**src/rtl/hack_pkg.sv**
```systemverilog
// -----------------------------------------------------------------------------
// hack_pkg
// Shared types and constants for the Hack elementary-logic blocks.
//   word_t       : 16-bit Hack word
//   chan_sel_t   : 2-bit channel index (0=a, 1=b, 2=c, 3=d)
//   out_state_t  : occupancy of a one-entry output register
//   NUM_CHAN     : number of source channels on the 4-way collector
// -----------------------------------------------------------------------------
package hack_pkg;

  localparam int NUM_CHAN = 4;

  typedef logic [15:0] word_t;
  typedef logic [1:0]  chan_sel_t;

  typedef enum logic {
    EMPTY = 1'b0,
    FULL  = 1'b1
  } out_state_t;

endpackage : hack_pkg

```
**src/rtl/rr_grant_4.sv**
```systemverilog
// -----------------------------------------------------------------------------
// rr_grant_4
// Combinational 4-way round-robin grant. Searches valid[] starting at ptr and
// wrapping modulo 4; the first asserted request wins.
// Ports:
//   valid  in   one bit per channel, request present
//   ptr    in   channel with highest priority this cycle
//   grant  out  one-hot grant (all zero when no request)
//   idx    out  encoded index of the granted channel (0 when no request)
// -----------------------------------------------------------------------------
module rr_grant_4
  import hack_pkg::*;
(
  input  logic [NUM_CHAN-1:0] valid,
  input  chan_sel_t           ptr,
  output logic [NUM_CHAN-1:0] grant,
  output chan_sel_t           idx
);

  logic      found;
  chan_sel_t cand;

  // NOTE: every variable written here gets a default first so no path through
  // the block leaves one unassigned, which would otherwise infer a latch.
  always_comb begin
    grant = '0;
    idx   = '0;
    found = 1'b0;
    cand  = '0;
    for (int k = 0; k < NUM_CHAN; k++) begin
      // 2-bit addition wraps naturally, giving the modulo-4 search order.
      cand = ptr + chan_sel_t'(k);
      if (!found && valid[cand]) begin
        found       = 1'b1;
        grant[cand] = 1'b1;
        idx         = cand;
      end
    end
  end

endmodule : rr_grant_4

```
**src/rtl/mux_4x1_rr.sv**
```systemverilog
// -----------------------------------------------------------------------------
// mux_4x1_rr
// Four-channel round-robin collector. Merges words from four valid/ready
// sources into one registered valid/ready output, one word at a time.
// Ports:
//   clk_in                 clock, rising edge
//   rst_in                 asynchronous reset, active-high
//   a_in..d_in             source data, channels 0..3
//   a_valid_in..d_valid_in source word present
//   a_ready_out..d_ready_out source word accepted this cycle (combinational,
//                          at most one high)
//   y_out                  registered output word
//   y_valid_out            y_out holds an unconsumed word
//   y_ready_in             sink accepts y_out this cycle
//   sel_out                channel index of the word in y_out
// -----------------------------------------------------------------------------
module mux_4x1_rr
  import hack_pkg::*;
#(
  parameter int DATA_WIDTH = 16
) (
  input  logic                  clk_in,
  input  logic                  rst_in,
  input  logic [DATA_WIDTH-1:0] a_in,
  input  logic [DATA_WIDTH-1:0] b_in,
  input  logic [DATA_WIDTH-1:0] c_in,
  input  logic [DATA_WIDTH-1:0] d_in,
  input  logic                  a_valid_in,
  input  logic                  b_valid_in,
  input  logic                  c_valid_in,
  input  logic                  d_valid_in,
  output logic                  a_ready_out,
  output logic                  b_ready_out,
  output logic                  c_ready_out,
  output logic                  d_ready_out,
  output logic [DATA_WIDTH-1:0] y_out,
  output logic                  y_valid_out,
  input  logic                  y_ready_in,
  output chan_sel_t             sel_out
);

  logic [NUM_CHAN-1:0]   valid;
  logic [NUM_CHAN-1:0]   grant;
  logic [NUM_CHAN-1:0]   ready;
  logic [DATA_WIDTH-1:0] data [NUM_CHAN];
  chan_sel_t             grant_idx;
  chan_sel_t             ptr;
  logic                  load_en;
  logic                  in_xfer;
  logic                  out_xfer;
  out_state_t            state;
  out_state_t            state_next;

  assign valid   = {d_valid_in, c_valid_in, b_valid_in, a_valid_in};
  assign data[0] = a_in;
  assign data[1] = b_in;
  assign data[2] = c_in;
  assign data[3] = d_in;

  rr_grant_4 u_grant (
    .valid (valid),
    .ptr   (ptr),
    .grant (grant),
    .idx   (grant_idx)
  );

  // The register can accept when empty or when its word leaves this cycle;
  // that lets a new word replace a draining one with no bubble.
  assign load_en  = (state == EMPTY) | y_ready_in;
  assign ready    = grant & {NUM_CHAN{load_en}};
  assign {d_ready_out, c_ready_out, b_ready_out, a_ready_out} = ready;

  assign in_xfer     = |ready;
  assign y_valid_out = (state == FULL);
  assign out_xfer    = y_valid_out & y_ready_in;

  always_comb begin
    state_next = state;
    if (in_xfer) begin
      state_next = FULL;
    end else if (out_xfer) begin
      state_next = EMPTY;
    end
  end

  // NOTE: sequential state uses non-blocking assignments so every register
  // samples pre-edge values regardless of process evaluation order.
  always_ff @(posedge clk_in or posedge rst_in) begin
    if (rst_in) begin
      state <= EMPTY;
    end else begin
      state <= state_next;
    end
  end

  // NOTE: the data register is reset too, because y_out=0 after reset is
  // externally visible behaviour, not just a don't-care.
  always_ff @(posedge clk_in or posedge rst_in) begin
    if (rst_in) begin
      y_out   <= '0;
      sel_out <= '0;
      ptr     <= '0;
    end else if (in_xfer) begin
      y_out   <= data[grant_idx];
      sel_out <= grant_idx;
      // Priority moves to the channel after the winner; wraps 3 -> 0.
      ptr     <= grant_idx + 2'd1;
    end
  end

endmodule : mux_4x1_rr

```
**config.mk**
```make
export PLATFORM = sky130hd
export DESIGN_NAME = mux_4x1_rr
export DESIGN_NICKNAME = d
export VERILOG_FILES = /design/src/rtl/hack_pkg.sv /design/src/rtl/rr_grant_4.sv /design/src/rtl/mux_4x1_rr.sv
export SDC_FILE = /design/constraint.sdc
export NUM_CORES = 1
export LEC_CHECK = 0
export ABC_CLOCK_PERIOD_IN_PS = 3400
export BUFFER_PORTS_ARGS = -buffer_cell sky130_fd_sc_hd__buf_2
export CORE_ASPECT_RATIO = 0.7
export CORE_MARGIN = 8
export CORE_UTILIZATION = 45
export CTS_CLUSTER_SIZE = 28
export DETAILED_ROUTE_END_ITERATION = 10
export GPL_ROUTABILITY_DRIVEN = 0
export PLACE_DENSITY = 0.88
export SYNTH_ARGS = -nofsm -noshare
export SYNTH_HDL_FRONTEND = slang
export SYNTH_HIERARCHICAL = 1
export SYNTH_SLANG_ARGS = --single-unit
```
**constraint.sdc**
```tcl
create_clock -name clk_in -period 3.4 [get_ports clk_in]
set_input_delay 0.68 -clock clk_in [delete_from_list [all_inputs] [get_ports clk_in]]
set_output_delay 0.68 -clock clk_in [all_outputs]
set_load 0.005 [all_outputs]
```
Word level (Yosys, flattened, before mapping)
Index checks and enable logic that the tools add are counted.
{"block": "word_totals", "inputBits": 71, "elab_cells": 69, "out_inout_bits": 23, "ff_bits": 21}
{"block": "classes", "add_sub_neg": 4, "order_cmp": 9, "muxes": 32, "reduce_logical": 12, "bitwise": 8}
{"op": "$bmux W16 S2", "count": 1}
{"op": "$mux W16", "count": 2}
{"op": "$mux W4", "count": 4}
{"op": "$mux W1", "count": 13}
{"op": "$lt A2 B3 Y1 const B", "count": 4}
{"op": "$or A4 B4 Y4", "count": 3}
{"op": "$bmux W1 S2", "count": 4}
{"op": "$demux W1 S2", "count": 4}
{"op": "$ge A2 B1 Y1 const B", "count": 4}
{"op": "$mux W2", "count": 4}
{"op": "$logic_and A1 B1 Y1", "count": 7}
{"op": "$add A2 B1 Y2 const B", "count": 2}
{"op": "$add A2 B2 Y2 const B", "count": 2}
{"op": "$and A4 B4 Y4", "count": 1}
{"op": "$reduce_or A4 Y1", "count": 1}
{"op": "$ge A3 B3 Y1 const B", "count": 1}
{"op": "$logic_not A1 Y1", "count": 3}
{"op": "$not A2 Y3", "count": 1}
{"op": "$reduce_bool A2 Y1", "count": 1}
{"op": "$and A1 B1 Y1", "count": 1}
{"op": "$not A1 Y1", "count": 1}
{"op": "$or A1 B1 Y1", "count": 1}

Logic depth before layout (Yosys ltp)
Gate-level depths: netlist (run 1).
{"block": "logic_depth", "word_depth": 16, "ltp_mapped": 11, "ltp_nobuf": 9}

Modules after synthesis
Netlist (run 1), hierarchy kept.
{"mod": "mux_4x1_rr", "seq_area_each_um2": 525.5, "cells_each": 75, "area_each_um2": 1285.0, "instances": 1}
{"mod": "rr_grant_4", "seq_area_each_um2": 0.0, "cells_each": 48, "area_each_um2": 439.2, "instances": 1}

Least setup slack after synthesis (run 1)
OpenSTA, ideal clock, no wires.
{"block": "synth_timing", "kind": "register -> register", "from": "register ptr[0]", "to": "register y_out[10]", "t_arrival_ps": 2822, "path_stages_with_launch": 12, "path_buffers": 3, "setup_time_ps": 125, "path_slack_ps": 453, "synth_period_minus_slack_ps": 2947, "t_required_ps": 3275, "path_cell_list": "dfrtp_1 -> buf_6 -> inv_1 -> ha_1 -> mux4_2 -> nor2b_4 -> o21ai_1 -> o31ai_1 -> buf_6 -> buf_12 -> mux4_2 -> mux2_4"}
{"block": "synth_via", "elab_chain_len": 16, "elab_cells_between_ends": 57, "classes_between": "add/sub: 3; order compare: 8; mux: 30; bitwise: 5; reduce/logical: 11"}
{"element": "start, declared", "line_no": "mux_4x1_rr.sv:47", "text": "chan_sel_t ptr;"}
{"element": "start signal, assigned", "line_no": "mux_4x1_rr.sv:107", "text": "ptr <= grant_idx + 2'd1;"}
{"element": "parallel branches: the longest is 11 deep, another holds $add A2 B1 Y2"}
{"element": "$mux W2 *", "line_no": "rr_grant_4.sv:33", "text": "if (!found && valid[cand]) begin"}
{"element": "net grant_idx[0]", "line_no": "mux_4x1_rr.sv:46", "text": "chan_sel_t grant_idx;"}
{"element": "$not A2 Y3 (not written as such) *", "line_no": "mux_4x1_rr.sv:104", "text": "y_out <= data[grant_idx];"}
{"element": "$bmux W16 S2 *", "line_no": "mux_4x1_rr.sv:104"}
{"element": "$mux W16 (not written as such) * (2 in a row)", "line_no": "mux_4x1_rr.sv:104"}
{"element": "end signal, assigned", "line_no": "mux_4x1_rr.sv:104"}
{"element": "end, declared", "line_no": "mux_4x1_rr.sv:36", "text": "output logic [DATA_WIDTH-1:0] y_out,"}
Mark *: on every way through the listed nets, which the timed path passes. The select of a mux whose other input is x is not followed.
A chain may end at the register's enable or synchronous reset.

Final worst setup path (run 1)
{"block": "layout_timing", "from": "register ptr[1]", "to": "output port d_ready_out"}
{"block": "layout_via", "elab_chain_len": 13, "elab_cells_between_ends": 48, "classes_between": "add/sub: 3; order compare: 8; mux: 23; bitwise: 4; reduce/logical: 10"}
{"element": "parallel branches: the longest is 11 deep, another holds $lt A2 B3 Y1"}
{"element": "$mux W4 *", "line_no": "rr_grant_4.sv:33"}
{"element": "net grant[3]", "line_no": "mux_4x1_rr.sv:43", "text": "logic [NUM_CHAN-1:0] grant;"}
{"element": "$and A4 B4 Y4 *", "line_no": "mux_4x1_rr.sv:70", "text": "assign ready = grant & {NUM_CHAN{load_en}};"}
{"element": "end, declared", "line_no": "mux_4x1_rr.sv:35", "text": "output logic d_ready_out,"}
Marked as above.

==> results of run 1 <==
per-stage QoR:
step / instances / area, um^2 / worst slack (ns)
after floorplan: 123 / 1720 / 0.453
after global placement: 267 / 2280 / -0.0888
after detailed placement: 267 / 2280 / -0.192
after CTS: 271 / 2320 / 0.0184
after global routing: 272 / 2350 / 0.00604
final: 272 / 2350 / 0.240
repair_timing:
item                                   CTS  global route
setup endpoints to repair                0            18
buffers inserted                         0             1
endpoints found under the hold margin    0             0
resized for setup                        0             2
state kept, by name, summed over array words and instances (netlist names):
signal / count
y_out: 16
sel_out: 2
ptr: 2
y_valid_out: 1
final timing paths:
path                                   startpoint                     end  slack, ns  cells past startpoint
max                            ptr[1]$_DFFE_PP0P_             d_ready_out       0.24                      9
min in group asynchronous                  rst_in    y_out[3]$_DFFE_PP0P_       0.56                      2
min                        sel_out[0]$_DFFE_PP0P_  sel_out[0]$_DFFE_PP0P_       0.50                      1
min reg2reg                sel_out[0]$_DFFE_PP0P_  sel_out[0]$_DFFE_PP0P_       0.50                      1
max reg2reg                    ptr[1]$_DFFE_PP0P_   y_out[11]$_DFFE_PP0P_       0.33                     10
max in group asynchronous                  rst_in      ptr[0]$_DFFE_PP0P_       2.29                      2
cell usage in the layout (no fill, tap or decap), drive strengths merged:
master   Yosys  layout
buf          8     103
dfrtp       21      21
mux2        20      20
mux4        20      20
nand2        7       7
inv          6       6
ha           5       5
a221oi       5       5
nor2b        5       5
o2bb2ai      5       5
and2         4       4
clkbuf       0       4
nor2         3       3
mux2i        2       2
nor3         2       2
nor4         1       1
a21oi        1       1
xor2         1       1
nand2b       1       1
o21ai        1       1
o31ai        1       1
a211oi       1       1
o211ai       1       1
nand3b       1       1
nand3        1       1
area by class of cell:
type	instances	area [um^2]	area share, %
Multi-Input combinational cell	88	1140	48.6
Timing Repair Buffer	103	553	23.5
Sequential cell	21	527	22.4
Tap cell	50	62.6	2.66
Clock buffer	4	45.0	1.91
Inverter	6	22.5	0.956
cell families after synthesis:
| family | count (synthesis) | share of synthesized area, % |
|---|---|---|
| XOR/XNOR | 1 | 0.508 |
| adder cells (fa/ha/maj) | 5 | 3.63 |
| flip-flops | 21 | 30.5 |
| multiplexers | 42 | 43.8 |
| AO/OA/AOI/OAI | 15 | 7.33 |
| buffers and inverters | 14 | 5.22 |
| AND/OR/NAND/NOR | 25 | 9.00 |
power by group:
part           switching [W]  internal, W
sequential         0.0000779     0.000392
combinational       0.000844      0.00112
clock              0.0000755    0.0000832
per-layer routing:
metal	wire, um	up-vias
met4	0	0
met1	2030	708
met3	472	0
met2	2080	76
li1	-	688
met5	0	-
==> metrics.csv, run 1 <==
stage,metric,value,unit
global_routing,first-pass GRT wire length,7330,um
clock_network,H-tree levels,1,
critical_path,CP arrival,2.48,ns
die,Ports,94,
layout,final core occ,65.3,%
clock_network,Root Driver,clkbuf_8,
clock_network,clk slew on worst S/H paths,0.07,ns
run_status,outcome,"finished, final reports clean",
logic_synthesis,"Distinct cells, synth",32,
global_routing,GRT Total Usage,14.6,%
logic_synthesis,Synth warnings,6,
route,Routed Antenna Nets,0,
clock_network,clk_lat worst skew,0.25,ns
critical_path,CP max stage cell,dfrtp_1,
timing,Slew @ Worst Pin,0.791,ns
timing,final hold slack,0.504,ns
critical_path,CP startpoint kind,flip-flop,
global_routing,initial antenna violation count,0,
timing,Final setup violation count,0,
power,Pleak,1.14,nW
layout,P&R area growth vs syn,36.6,%
logic_synthesis,top-count cell post-synth,dfrtp_1,
route,drt first-iter violations,38,
clock_network,Max clock buf depth,2,
place,Port Buffers,93,
route,Routed WL per cell,16.8,um
die,Die ar.,6100,um^2
critical_path,family with the most delay on the worst path,flip-flops,
global_routing,met1 usage in global routing,17.3,%
route,Vias/cell,5.41,
layout,layout cells sized above 1,64.9,%
logic_synthesis,post-synthesis register bit count,21,
route,Total Wirelength,4580,um
die,FP Rows,18,
timing,timing-limited maximum frequency,316,MHz
global_routing,pin count of the biggest net entering global routing,22,
critical_path,"Data required, critical path",2.72,ns
logic_synthesis,"area leader, netlist",dfrtp_1,
run,maxcap violations,0,
route,via count,1472,
timing,max-slew headroom at the worst pin,47.2,%
logic_synthesis,cell count after synthesis,123,
route,DRC,0,
layout,Inserted Diodes,0,
global_routing,met2 usage in global routing,24.5,%
worst_hold_path,min-delay worst type,reg -> reg,
logic_synthesis,Yosys top cell area share,30.5,%
layout,FILL cells,290,
power,Max IR drop VDD,471,uV
clock_network,CTS tree,yes,
logic_synthesis,Post-synth EDFFs,0,
critical_path,worst path buffer plus inverter count,3,
route,drt pass-1 iters,4,
die,Die Ht,67.8,um
timing,Setup TNS Final,0,ns
logic_synthesis,"top cells by count, synth","dfrtp_1, mux2_2, mux4_2",
critical_path,CP endpoint kind,output pin,
place,Detail Placement HPWL,3790,um
critical_path,Critical Path Max Stage Delay,0.46,ns
die,Die X,90.0,um
clock_network,total CTS buffers,3,
critical_path,"critical path, cell by cell",inv_1 -> ha_1 -> mux4_2 -> buf_4 -> nor2b_4 -> a221oi_1 -> o2bb2ai_1 -> and2_1 -> buf_2,
power,PD cells,1100,nW/um^2
timing,fin crit share,92.9,%
logic_synthesis,sequential share of the synthesized area,30.5,%
logic_synthesis,ranking of synthesized cells by area,"dfrtp_1, mux4_2, mux4_1",
die,core area,3600,um^2
logic_synthesis,Synth Cell Area,1720,um^2
timing,clk_skew,0.00340,ns
logic_synthesis,syn nets,199,
clock_network,cts hold-fix bufs,0,
clock_network,CTS sink cnt,21,
logic_synthesis,Syn Area/Cell,14.0,um^2
critical_path,crit path max fanout,7,
die,effective utilization at floorplan,47.8,%
power,Final Power,0.00259,W
global_routing,total grt overflow,0,
timing,final hold violations,0,
timing,"Slew Viols, Final",0,
global_routing,GR Util met3,7.64,%
logic_synthesis,fraction of registers with async set/reset,100,%
critical_path,critical path class,reg -> out,
global_routing,GRT busiest layer,met2,
timing,Period minus WS final,3.16,ns
layout,# nets final,299,
global_routing,number of global-route vias before repair,1619,
timing,RSZ-0062 raised after global routing,false,
logic_synthesis,Synth Flop Type,dfrtp_1,
No activity file was read; power rests on OpenSTA's default activity.
==> run 2: changes to the inputs <==
Settings changed: PLACE_DENSITY 0.88 to 0.81.
==> run 2 against run 1 <==
  * Utilization grew 0.38 points
  * Non-clock buffer count grew 1
  * Register-to-register slack lost 0.04 ns
  * Sequential cell count is the same
  * Largest cell class unchanged
  * Cell area grew 0.58%
  * Combinational power is essentially flat
==> metrics.csv, run 2 (synthesis gave the netlist of run 1 again) <==
stage,metric,value,unit,change
run_status,outcome,"finished, final reports clean",,
route,Total Wirelength,4560,um,-0.33%
place,Port Buffers,93,,unchanged
timing,Final setup violation count,0,,unchanged
route,met1 WL,2050,um,+1.2%
critical_path,critical path class,reg -> out,,
clock_network,Max clock buf depth,2,,unchanged
clock_network,clk_lat worst skew,0.26,ns,about the same
timing,Period minus WS final,3.23,ns,+0.0656 ns
route,routed wl met2,2030,um,-2.4%
global_routing,total grt overflow,0,,unchanged
critical_path,Reg2Reg Setup Slack,0.29,ns,-0.04 ns
route,DRC,0,,unchanged
global_routing,initial antenna violation count,0,,unchanged
critical_path,CP endpoint kind,output pin,,
layout,Inserted Diodes,0,,unchanged
die,Die ar.,6100,um^2,unchanged
layout,post-route insts no fill,273,,+0.37%
route,drt first-iter violations,34,,-11%
power,PD cells,1090,nW/um^2,-0.48%
place,placed cells,267,,unchanged
clock_network,H-tree levels,1,,unchanged
timing,max-slew headroom at the worst pin,49.1,%,+1.9 points
power,Max IR drop VDD,544,uV,+16%
clock_network,CTS sink cnt,21,,unchanged
worst_hold_path,Hold Path Stages,1,,unchanged
layout,"commonest non-fill, non-tap cell in the layout",buf_2,,
run,maxcap violations,0,,unchanged
timing,RSZ-0062 raised after global routing,false,,
critical_path,"Data required, critical path",2.72,ns,about the same
timing,Slew @ Worst Pin,0.762,ns,-0.0289 ns
route,highest metal used,met4,,
die,Die X,90.0,um,unchanged
global_routing,number of global-route vias before repair,1539,,-4.9%
die,Die Ht,67.8,um,unchanged
timing,PnR worst setup slack,0.174,ns,-0.0656 ns
route,Routed WL per cell,16.7,um,-0.69%
clock_network,clk slew on worst S/H paths,0.08,ns,about the same
critical_path,CP arrival,2.55,ns,+0.07 ns
die,FP Rows,18,,unchanged
timing,fin crit share,94.9,%,+1.9 points
layout,layout cells sized above 1,65.9,%,+1.1 points
route,Routed Antenna Nets,0,,unchanged
layout,max reg flops,16,,unchanged
place,pre-CTS setup slack,-0.159,ns,+0.0338 ns
power,Pleak,1.15,nW,+0.19%
die,Ports,94,,unchanged
worst_hold_path,min-delay worst type,reg -> reg,,
timing,timing-limited maximum frequency,310,MHz,-2.0%
route,drt pass-1 iters,4,,unchanged
layout,"commonest cells after routing, fill and taps aside","buf_2, dfrtp_1, mux2_2, mux4_2, buf_4",,
timing,final hold violations,0,,unchanged
layout,P&R area growth vs syn,37.4,%,
die,effective utilization at floorplan,47.8,%,unchanged
route,via count,1443,,-2.0%
route,met3 wire length,474,um,+0.42%
route,Vias/cell,5.29,,-2.3%
clock_network,CTS tree,yes,,
clock_network,cts hold-fix bufs,0,,unchanged
critical_path,r2r worst-path depth,10,,unchanged
global_routing,GRT Total Usage,14.9,%,+0.29 points
layout,final core occ,65.7,%,+0.38 points
critical_path,CP startpoint kind,flip-flop,,
place,Detail Placement HPWL,3710,um,-2.1%
critical_path,crit path max fanout,7,,unchanged
timing,"Slew Viols, Final",0,,unchanged
layout,top flop regs,"y_out: 16 flops, ptr: 2 flops, sel_out: 2 flops",,
timing,clk_skew,0.00906,ns,+0.00566 ns
global_routing,pin count of the biggest net entering global routing,22,,unchanged
clock_network,total CTS buffers,3,,unchanged
layout,# nets final,300,,+0.33%
global_routing,first-pass GRT wire length,7350,um,+0.19%
clock_network,Root Driver,clkbuf_8,,
layout,Largest Register,y_out,,
die,core area,3600,um^2,unchanged
## run 2: changes by cell type in the layout (fill, tap and decap cells not counted)
| cell | delta |
|---|---|
| buf_4 | +1 |
| clkbuf_1 | -1 |
| clkinvlp_4 | +1 |
| ha_1 | -1 |
| ha_2 | +1 |
## run 2: repair_timing
action	4_1_cts	5_1_grt
setup buffers	2	0
resized for setup	1	2
endpoints found under the setup margin	16	23
pin swaps	1	0
## run 2: power by group
part / switching [W] / internal [W]
sequential: 0.0000783 / 0.000392
clock: 0.0000798 / 0.0000826
combinational: 0.000849 / 0.00111
## run 2: worst paths after layout
kind / startpoint / endpoint
max in group asynchronous: rst_in / ptr[1]$_DFFE_PP0P_
min in group asynchronous: rst_in / ptr[1]$_DFFE_PP0P_
hold / removal: y_out[5]$_DFFE_PP0P_ / y_out[5]$_DFFE_PP0P_
setup / recovery: ptr[1]$_DFFE_PP0P_ / d_ready_out
setup reg to reg: ptr[1]$_DFFE_PP0P_ / y_out[11]$_DFFE_PP0P_
hold reg to reg: y_out[5]$_DFFE_PP0P_ / y_out[5]$_DFFE_PP0P_
## run 2: cell type report
type	count	area, um^2
fill	296	1230
multi-input combinational	88	1150
timing repair buffer	104	561
sequential	21	527
tap	50	62.6
clock buffer	3	41.3
inverter	6	22.5
clock inverter	1	7.51
## run 2: stage by stage
step | power, W | TNS, ns | hold slack, ns | cell area [um^2]
global route | 0.00281 | 0 | 0.522 | 2370
finish | 0.00259 | 0 | 0.505 | 2370
CTS | 0.00262 | 0 | 0.510 | 2360
global placement | 0.00231 | -0.794 | 0.486 | 2280
floorplan | 0.00194 | 0 | 0.505 | 1720
detailed placement | 0.00235 | -1.57 | 0.487 | 2280
## run 2: worst max-delay path: stages (launching register included)
cell	delay, ns
dfrtp_2	0.45
inv_1	0.11
ha_2	0.41
mux4_2	0.34
buf_4	0.19
nor2b_4	0.19
a221oi_1	0.10
o2bb2ai_1	0.24
and2_1	0.16
buf_2	0.10
## run 2: layer usage
| layer | GRT usage [%] | vias to the layer above |
|---|---|---|
| met5 | 0 | - |
| met4 | 1.86 | 0 |
| met3 | 6.76 | 2 |
| met2 | 24.0 | 86 |
| met1 | 18.6 | 667 |
| li1 | - | 688 |
